File: src/rtl/bcd_countdown_timer_if.sv
// Keypad-side inputs and display/control-side outputs of the MM:SS countdown timer.
// The master drives the keypad inputs; the timer is the slave.
interface bcd_countdown_timer_if #(
    parameter int MIN_DIGITS = 2
);
    logic [3:0]              data;
    logic                    loadn;
    logic                    start;
    logic                    pause;
    logic                    cancel;
    logic [3:0]              sec_ones;
    logic [3:0]              sec_tens;
    logic [4*MIN_DIGITS-1:0] mins;
    logic                    zero;
    logic                    running;
    logic                    done;

    modport master (
        output data, loadn, start, pause, cancel,
        input  sec_ones, sec_tens, mins, zero, running, done
    );

    modport slave (
        input  data, loadn, start, pause, cancel,
        output sec_ones, sec_tens, mins, zero, running, done
    );
endinterface

File: src/rtl/bcd_countdown_timer.sv
// MM:SS BCD countdown timer with keypad shift-in entry, seconds prescaler,
// start/pause/cancel control, +30 s quick add and a one-cycle completion pulse.
//
//   state   | meaning
//   --------+---------------------------------------------------------------
//   IDLE    | digits may be keyed in; start launches a valid, non-zero entry
//   RUNNING | prescaler counts; each tick decrements; start adds 30 s
//   PAUSED  | prescaler frozen; digits may be keyed in; start resumes
module bcd_countdown_timer #(
    parameter int MIN_DIGITS    = 2,
    parameter int TICKS_PER_SEC = 100
) (
    input  logic                  clock,
    input  logic                  clearn,
    bcd_countdown_timer_if.slave  bus
);

    localparam int ND = MIN_DIGITS + 2;
    localparam int PW = $clog2(TICKS_PER_SEC);
    localparam logic [PW-1:0] PRE_TOP = PW'(TICKS_PER_SEC - 1);

    // digit 0 = seconds units, 1 = seconds tens, 2.. = minutes (LSD first)
    typedef logic [ND-1:0][3:0] digits_t;
    typedef enum logic [1:0] {IDLE, RUNNING, PAUSED} state_t;

    state_t        state_q, state_d;
    digits_t       digits_q, digits_d;
    logic [PW-1:0] pre_q, pre_d;
    logic          done_q, done_d;

    logic          tick;
    logic          zero;
    digits_t       dec_val;

    function automatic logic [3:0] digit_max(input int i);
        return (i == 1) ? 4'd5 : 4'd9;
    endfunction

    function automatic digits_t bcd_dec(input digits_t d);
        digits_t r;
        logic    borrow;
        r      = d;
        borrow = 1'b1;
        for (int i = 0; i < ND; i++) begin
            if (borrow) begin
                if (r[i] == 4'd0) begin
                    r[i] = digit_max(i);
                end else begin
                    r[i]   = r[i] - 4'd1;
                    borrow = 1'b0;
                end
            end
        end
        return r;
    endfunction

    // +30 s lands on the seconds-tens digit; overflow past the top minute saturates
    function automatic digits_t bcd_add30(input digits_t d);
        digits_t r;
        logic    carry;
        r     = d;
        carry = 1'b0;
        if (r[1] >= 4'd3) begin
            r[1]  = r[1] - 4'd3;
            carry = 1'b1;
        end else begin
            r[1] = r[1] + 4'd3;
        end
        for (int i = 2; i < ND; i++) begin
            if (carry) begin
                if (r[i] == 4'd9) begin
                    r[i] = 4'd0;
                end else begin
                    r[i]  = r[i] + 4'd1;
                    carry = 1'b0;
                end
            end
        end
        if (carry) begin
            for (int i = 0; i < ND; i++) begin
                r[i] = digit_max(i);
            end
        end
        return r;
    endfunction

    assign zero    = (digits_q == '0);
    assign tick    = (pre_q == '0);
    assign dec_val = bcd_dec(digits_q);

    always_ff @(posedge clock or negedge clearn) begin
        if (!clearn) begin
            state_q  <= IDLE;
            digits_q <= '0;
            pre_q    <= PRE_TOP;
            done_q   <= 1'b0;
        end else begin
            state_q  <= state_d;
            digits_q <= digits_d;
            pre_q    <= pre_d;
            done_q   <= done_d;
        end
    end

    // The highest-priority asserted input owns the cycle, even when it is ignored.
    always_comb begin
        state_d  = state_q;
        digits_d = digits_q;
        pre_d    = pre_q;
        done_d   = 1'b0;

        if (bus.cancel) begin
            state_d  = IDLE;
            digits_d = '0;
            pre_d    = PRE_TOP;
        end else if (bus.pause) begin
            if (state_q == RUNNING) begin
                state_d = PAUSED;
            end
        end else if (bus.start) begin
            if (state_q == RUNNING) begin
                pre_d    = tick ? PRE_TOP : pre_q - PW'(1);
                digits_d = bcd_add30(tick ? dec_val : digits_q);
            end else if (!zero && (digits_q[1] <= 4'd5)) begin
                state_d = RUNNING;
            end
        end else if (state_q == RUNNING) begin
            pre_d = tick ? PRE_TOP : pre_q - PW'(1);
            if (tick) begin
                digits_d = dec_val;
                if (dec_val == '0) begin
                    state_d = IDLE;
                    done_d  = 1'b1;
                end
            end
        end else if (!bus.loadn && (bus.data <= 4'd9)) begin
            digits_d = {digits_q[ND-2:0], bus.data};
        end
    end

    assign bus.sec_ones = digits_q[0];
    assign bus.sec_tens = digits_q[1];
    assign bus.mins     = digits_q[ND-1:2];
    assign bus.zero     = zero;
    assign bus.running  = (state_q == RUNNING);
    assign bus.done     = done_q;

endmodule

File: src/flat_wrapper.sv
// flat-port wrapper written by rule: the top's interface ports become plain ports
module bcd_countdown_timer_flat 
#(
    parameter int MIN_DIGITS    = 2,
    parameter int TICKS_PER_SEC = 100
)
  (clock, clearn, bus_data, bus_loadn, bus_start, bus_pause, bus_cancel, bus_sec_ones, bus_sec_tens, bus_mins, bus_zero, bus_running, bus_done);
  bcd_countdown_timer_if #(.MIN_DIGITS(MIN_DIGITS)) bus_i ();
  input  logic clock;
  input  logic clearn;
  input wire logic [$bits(bus_i.data)-1:0] bus_data;
  input wire logic [$bits(bus_i.loadn)-1:0] bus_loadn;
  input wire logic [$bits(bus_i.start)-1:0] bus_start;
  input wire logic [$bits(bus_i.pause)-1:0] bus_pause;
  input wire logic [$bits(bus_i.cancel)-1:0] bus_cancel;
  output wire logic [$bits(bus_i.sec_ones)-1:0] bus_sec_ones;
  output wire logic [$bits(bus_i.sec_tens)-1:0] bus_sec_tens;
  output wire logic [$bits(bus_i.mins)-1:0] bus_mins;
  output wire logic [$bits(bus_i.zero)-1:0] bus_zero;
  output wire logic [$bits(bus_i.running)-1:0] bus_running;
  output wire logic [$bits(bus_i.done)-1:0] bus_done;
  assign bus_i.data = bus_data;
  assign bus_i.loadn = bus_loadn;
  assign bus_i.start = bus_start;
  assign bus_i.pause = bus_pause;
  assign bus_i.cancel = bus_cancel;
  assign bus_sec_ones = bus_i.sec_ones;
  assign bus_sec_tens = bus_i.sec_tens;
  assign bus_mins = bus_i.mins;
  assign bus_zero = bus_i.zero;
  assign bus_running = bus_i.running;
  assign bus_done = bus_i.done;
  bcd_countdown_timer #(.MIN_DIGITS(MIN_DIGITS), .TICKS_PER_SEC(TICKS_PER_SEC)) u_core (.clock(clock), .clearn(clearn), .bus(bus_i));
endmodule
File: config.mk
export PLATFORM = sky130hd
export DESIGN_NAME = bcd_countdown_timer_flat
export DESIGN_NICKNAME = d
export VERILOG_FILES = /design/src/rtl/bcd_countdown_timer_if.sv /design/src/rtl/bcd_countdown_timer.sv /design/src/flat_wrapper.sv
export SDC_FILE = /design/constraint.sdc
export NUM_CORES = 1
export LEC_CHECK = 0
export BUFFER_PORTS_ARGS = -buffer_cell sky130_fd_sc_hd__buf_4
export CAP_MARGIN = 20
export CORE_MARGIN = 2
export CORE_UTILIZATION = 40
export CTS_CLUSTER_DIAMETER = 50
export DETAILED_ROUTE_END_ITERATION = 8
export PLACE_DENSITY = 0.59
export SLEW_MARGIN = 20
export SYNTH_ARGS = -nofsm -noshare
export SYNTH_HDL_FRONTEND = slang
export SYNTH_SLANG_ARGS = --single-unit
File: constraint.sdc
create_clock -name clock -period 7 [get_ports clock]
set_clock_uncertainty 0.1 [all_clocks]
set_input_delay 0 -clock clock [delete_from_list [all_inputs] [get_ports clock]]
set_output_delay 0 -clock clock [all_outputs]
set_load 0.05 [all_outputs]
# Word-level counts from Yosys, hierarchy flattened
# Cells that the tools add are included.
dict set report totals {
  wordCells 107
  register_bits 26
  output_inout_bits 19
}
dict set report op_classes {
  magnitude_cmp 3
  n_addsub 9
  eq_ne 7
  muxes 61
  n_reduce_logical 20
}
# op count
set op_table {}
lappend op_table {{two-way mux 16 bit} 8}
lappend op_table {{two-way mux 4 bit} 12}
lappend op_table {{zero test 16 bit} 2}
lappend op_table {{two-way mux 1 bit} 28}
lappend op_table {{two-way mux 7 bit} 4}
lappend op_table {{two-way mux 2 bit} 9}
lappend op_table {{zero test 4 bit} 4}
lappend op_table {{subtractor 4 x 1 -> 4 bit (second input constant)} 4}
lappend op_table {{nonzero test 3 bit} 3}
lappend op_table {{adder 4 x 1 -> 4 bit (second input constant)} 2}
lappend op_table {{== test 4 bit (second input constant)} 2}
lappend op_table {{nonzero test 4 bit} 2}
lappend op_table {{zero test 7 bit} 1}
lappend op_table {{subtractor 7 x 1 -> 7 bit (second input constant)} 1}
lappend op_table {{!= test 3 x 1 -> 1 bit (second input constant)} 2}
lappend op_table {{AND reduction 6 bit} 1}
lappend op_table {{adder 4 x 2 -> 4 bit (second input constant)} 1}
lappend op_table {{greater-or-equal comparator 4 x 2 -> 1 bit (second input constant)} 1}
lappend op_table {{<= comparator 4 x 3 -> 1 bit (second input constant)} 1}
lappend op_table {{<= comparator 4 bit (second input constant)} 1}
lappend op_table {{!= test 4 bit (second input constant)} 1}
lappend op_table {{subtractor 4 x 2 -> 4 bit (second input constant)} 1}
lappend op_table {{AND reduction 3 bit} 1}
lappend op_table {{== test 2 x 1 -> 1 bit (second input constant)} 1}
lappend op_table {{5 further kinds} 7}

# Logic depth before layout (Yosys ltp)
dict set report logic_depth {
  ltp_word 27
  depth_mapped 16
  depth_no_buf 15
}

# Worst setup path before layout
# No wires, ideal clock.
dict set report synth_path {
  path_kind {register -> register}
  from {reg u_core.digits_q, in the netlist u_core.bus.sec_tens[0]}
  to {reg u_core.digits_q, in the netlist u_core.bus.sec_tens[3]}
  t_arrival_ns 3.598
  path_buffers 2
  required_ns 6.774
  path_slack_ns 3.176
  stages_incl_launch_ff 16
  setup_ns 0.126
  cell_sequence {dfrtp_1 > clkbuf_1 > inv_1 > ha_1 > nor3b_2 > nand4_1 > buf_2 > nor3_1 > a21oi_1 > ha_1 > inv_1 > or4b_4 > or2_4 > o21ai_4 > nor2_2 > a221o_1}
}
dict set report synth_via {
  elab_chain_cells 25
}
# item line
set synth_lines {}
lappend synth_lines {{start: declaration} bcd_countdown_timer.sv:27} ;# digits_t digits_q, digits_d;
lappend synth_lines {{start signal: assignment} bcd_countdown_timer.sv:99} ;# digits_q <= digits_d;
lappend synth_lines {{subtractor 4 x 1 -> 4 bit or zero test 4 bit (tied branches)} {bcd_countdown_timer.sv:49, bcd_countdown_timer.sv:46}}
lappend synth_lines {{two-way mux 4 bit} bcd_countdown_timer.sv:46} ;# if (r[i] == 4'd0) begin
lappend synth_lines {{two-way mux 4 bit} bcd_countdown_timer.sv:45} ;# if (borrow) begin
lappend synth_lines {{two-way mux 16 bit (*)} bcd_countdown_timer.sv:123} ;# digits_d = bcd_add30(tick ? dec_val : digits_q);
lappend synth_lines {{greater-or-equal comparator 4 x 2 -> 1 bit} bcd_countdown_timer.sv:63} ;# if (r[1] >= 4'd3) begin
lappend synth_lines {{two-way mux 1 bit} bcd_countdown_timer.sv:63}
lappend synth_lines {{two-way mux 1 bit} bcd_countdown_timer.sv:121} ;# if (state_q == RUNNING) begin
lappend synth_lines {{two-way mux 1 bit} bcd_countdown_timer.sv:120} ;# end else if (bus.start) begin
lappend synth_lines {{(+9 left out)} --}
lappend synth_lines {{two-way mux 1 bit} bcd_countdown_timer.sv:120}
lappend synth_lines {{two-way mux 1 bit} bcd_countdown_timer.sv:116} ;# end else if (bus.pause) begin
lappend synth_lines {{two-way mux 1 bit} bcd_countdown_timer.sv:112} ;# if (bus.cancel) begin
lappend synth_lines {{two-way mux 16 bit} bcd_countdown_timer.sv:79} ;# if (carry) begin
lappend synth_lines {{two-way mux 16 bit} bcd_countdown_timer.sv:121}
lappend synth_lines {{two-way mux 16 bit (*)} bcd_countdown_timer.sv:120}
lappend synth_lines {{two-way mux 16 bit (*)} bcd_countdown_timer.sv:116}
lappend synth_lines {{two-way mux 16 bit (*)} bcd_countdown_timer.sv:112}
# Every way passes the cells marked *; elsewhere a longest branch is shown, timed or not. The select of a mux whose other input is x is not followed.
# A chain may end at the register's enable or synchronous reset.

# Final worst setup path
# Ends and elaborated chain as after synthesis.

==> out/results.ini <==
[run_status]
status=completed

[cts]
cts-root-buf=clkbuf_8
cts_sinks=26
cts_max_level=1
cts_hold_buf=5
cts_buffers=3
cts_tree=yes
clkTransAtPathRegs_ns=0.10
clkLatencyLatePin_ns=0.28
postCtsSetupBuffers=0
cts_buffer_depth=2
cts-resized-gates=0

[setup_path]
reg2reg_depth=12
critPathLaunch=u_core.bus.sec_tens[0]
critical_path_arrival_ns=4.08
crit_fanout=12
timing.rr.start=u_core.bus.sec_tens[0]
r2r_slack_ns=3.00
critical_path_class=reg2reg
endpoint=u_core.bus.sec_tens[3]
cp-end-kind=flop
critPathLaunchType=flop
timing.rr.end=u_core.bus.sec_tens[3]
required_ns=7.08

[layout]
antenna_cells=0
synthToLayoutAreaGrowth_pct=15.6
stdcell_count=418
mostFrequentLayoutCell=nor2_1
nNetsFinal=365
final_cell_mix=nor2_1 (46), nand2_1 (33), buf_4 (30)
drive_above_1_share_pct=17.8

[synthesis]
synth_edf_count=0
synth_top_family_by_area=simple AND/OR/NAND/NOR gates
synthMuxAreaShare_pct=4.02
async_reset_ff_share_pct=100
synth_compound_area_share_pct=22.8
synth.yosys.warnings=0
seq_area_frac_synth_pct=27.0
synthFlopType=dfrtp_1
synth_cells=319
syn_area_sq_um=2420
yosysTopAreaCellShare_pct=22.7
yosysUniqueCellTypes=59
synth_top_area_cell=dfrtp_1
synth_fp_nets=340
synth-seq-cells=26
synthTopCellsByArea=dfrtp_1 (23%), nor2_1 (7.3%), ha_1 (5.7%)
yosys.area_share.simple_pct=32.7
syn_area_per_cell_sq_um=7.60
synthAdderAreaFrac_pct=5.68
synthXorXnorAreaFrac_pct=2.84

[floorplanning]
die_area_sq_um=6700
start_util_pct=41.2
rows=28
num_io_pins=29
core_sq_um=5890
die_w_microns=81.9
fp.dieH_microns=81.9

[sta]
whs_ns=0.0433
clock.fmax_ghz=0.250
relSlewSlack_pct=47.5
worst_pin_slew_ns=0.786
slew_violations=0
hold_viol_final=0
setup_viol=0
tns_ns=0
min_period_over_period_pct=57.1
rsz0062_at_grt=no
min_period_ns=4.00
setup_slack_ns=3.00

[placed_design]
place_inst=409
post-place-ws_ns=3.09
io_buffer_count=28
gp_routability_congestion=0.883
place_hpwl_mm=5.03

[power]
ir_drop_mv=0.0728
p_leak_uw=0.00120
power.density_nw_per_um2=151

[global_routing]
grt_first_pass_wirelength_mm=11.6
antenna_found_initial=0
track_usage_pct=22.6
grt_pass1_vias=2319
grt_max_degree=27
grt-ovfl-total=0

[worst_hold_path]
holdCritPathClass=in2reg

[job]
max_cap_violations=0

[detailed_routing]
vias=2400
drc_errors=0
first_pass_iters=5
viasPerCell=5.74
drt_wl_total_mm=7.02
drt_iter0_drc=169
postRouteAntennaNets=0
wl_per_cell_microns=16.8

[Yosys cell counts (all sizes together) (2+ instances only)]
cell,instances
or4,3
or3,7
inv,15
mux2i,4
nor3,17
o221ai,3
xnor2,4
nor2b,5
nor3b,6
xor2,3
a31oi,5
nor4,6
nor2,49
nand4,5
o21ai,26
ha,11
nand2,33
nand2b,5
o21a,3
a21oi,20
dfrtp,22
nand3,7
or2,5
dfstp,4
o31ai,3
mux2,4
a211oi,6
o22ai,2
clkbuf,11
buf,4
o21bai,2
a221o,5
[per-stage QoR]
stage,instance area [sq um],util (%),total power (uW)
2_1_floorplan,2420,-,257
3_3_place_gp,2680,45.5,292
3_5_place_dp,2680,45.6,292
4_1_cts,2800,47.6,428
5_1_grt,2800,47.6,450
6_report,2800,47.6,424
[flip-flops by register name (all words and copies together) (netlist names)]
signal,cells
u_core.bus.done,1
u_core.bus.mins,8
u_core.bus.sec_ones,4
u_core.bus.sec_tens,4
u_core.pre_q,7
u_core.state_q,2
[metal layers]
| metal | GRT usage, % | vias up | part of all wire [%] |
|---|---|---|---|
| met5 | 0 | - | 0 |
| met1 | 30.4 | 1117 | 47 |
| met3 | 1.87 | 6 | 4.8 |
| met4 | 6.50 | 0 | 1.0 |
| met2 | 38.6 | 74 | 47 |
| li1 | - | 1203 | - |
[cells by family after synthesis]
family	Yosys count
muxes	8
adders and majority gates	11
DFF	26
buffers and inverters	30
AOI/OAI and AO/OA	85
and+or+nand+nor	152
xor gates and xnor gates	7
[how the worst min path moves through the flow]
stage               start                      to  slack, ns  cells past startpoint
2_1_floorplan      clearn         u_core.bus.done      -0.40                      0
3_3_place_gp       clearn  u_core.bus.sec_tens[2]      -0.15                      1
3_5_place_dp       clearn  u_core.bus.sec_tens[2]      -0.16                      1
4_1_cts        bus_cancel      u_core.bus.mins[7]       0.04                      3
5_1_grt        bus_cancel       u_core.state_q[1]       0.06                      3
6_report       bus_cancel      u_core.bus.mins[7]       0.04                      3
[power by group]
| part | leakage (uW) | switching, uW | internal [uW] | total, uW |
|---|---|---|---|---|
| clock network | 0.0000357 | 55.8 | 76.7 | 133 |
| logic | 0.000822 | 75.8 | 41.4 | 117 |
| registers | 0.000345 | 13.7 | 161 | 174 |
| total | 0.00120 | 145 | 279 | 424 |
[worst max-delay path, cell delays in order (launching register included)]
cell and delay [ns]:
dfrtp_1 0.52, inv_1 0.11, ha_1 0.24, nor3b_2 0.29, nand4_1 0.40, a21oi_1 0.42
ha_1 0.23, inv_1 0.04, or4b_4 0.56, or2_4 0.27, o21ai_4 0.33, nor2_2 0.07
a221o_1 0.30
[area by class of cell]
cell class,instances,area (sq um)
repair buffers,35,275
clock buffers,3,41.3
well taps,75,93.8
flip-flops and latches,26,656
inverters,15,56.3
fillers,626,3080
clock inverters,1,30.0
multi-input cells,263,1650
Note: power is estimated with default switching activity, not from simulation.
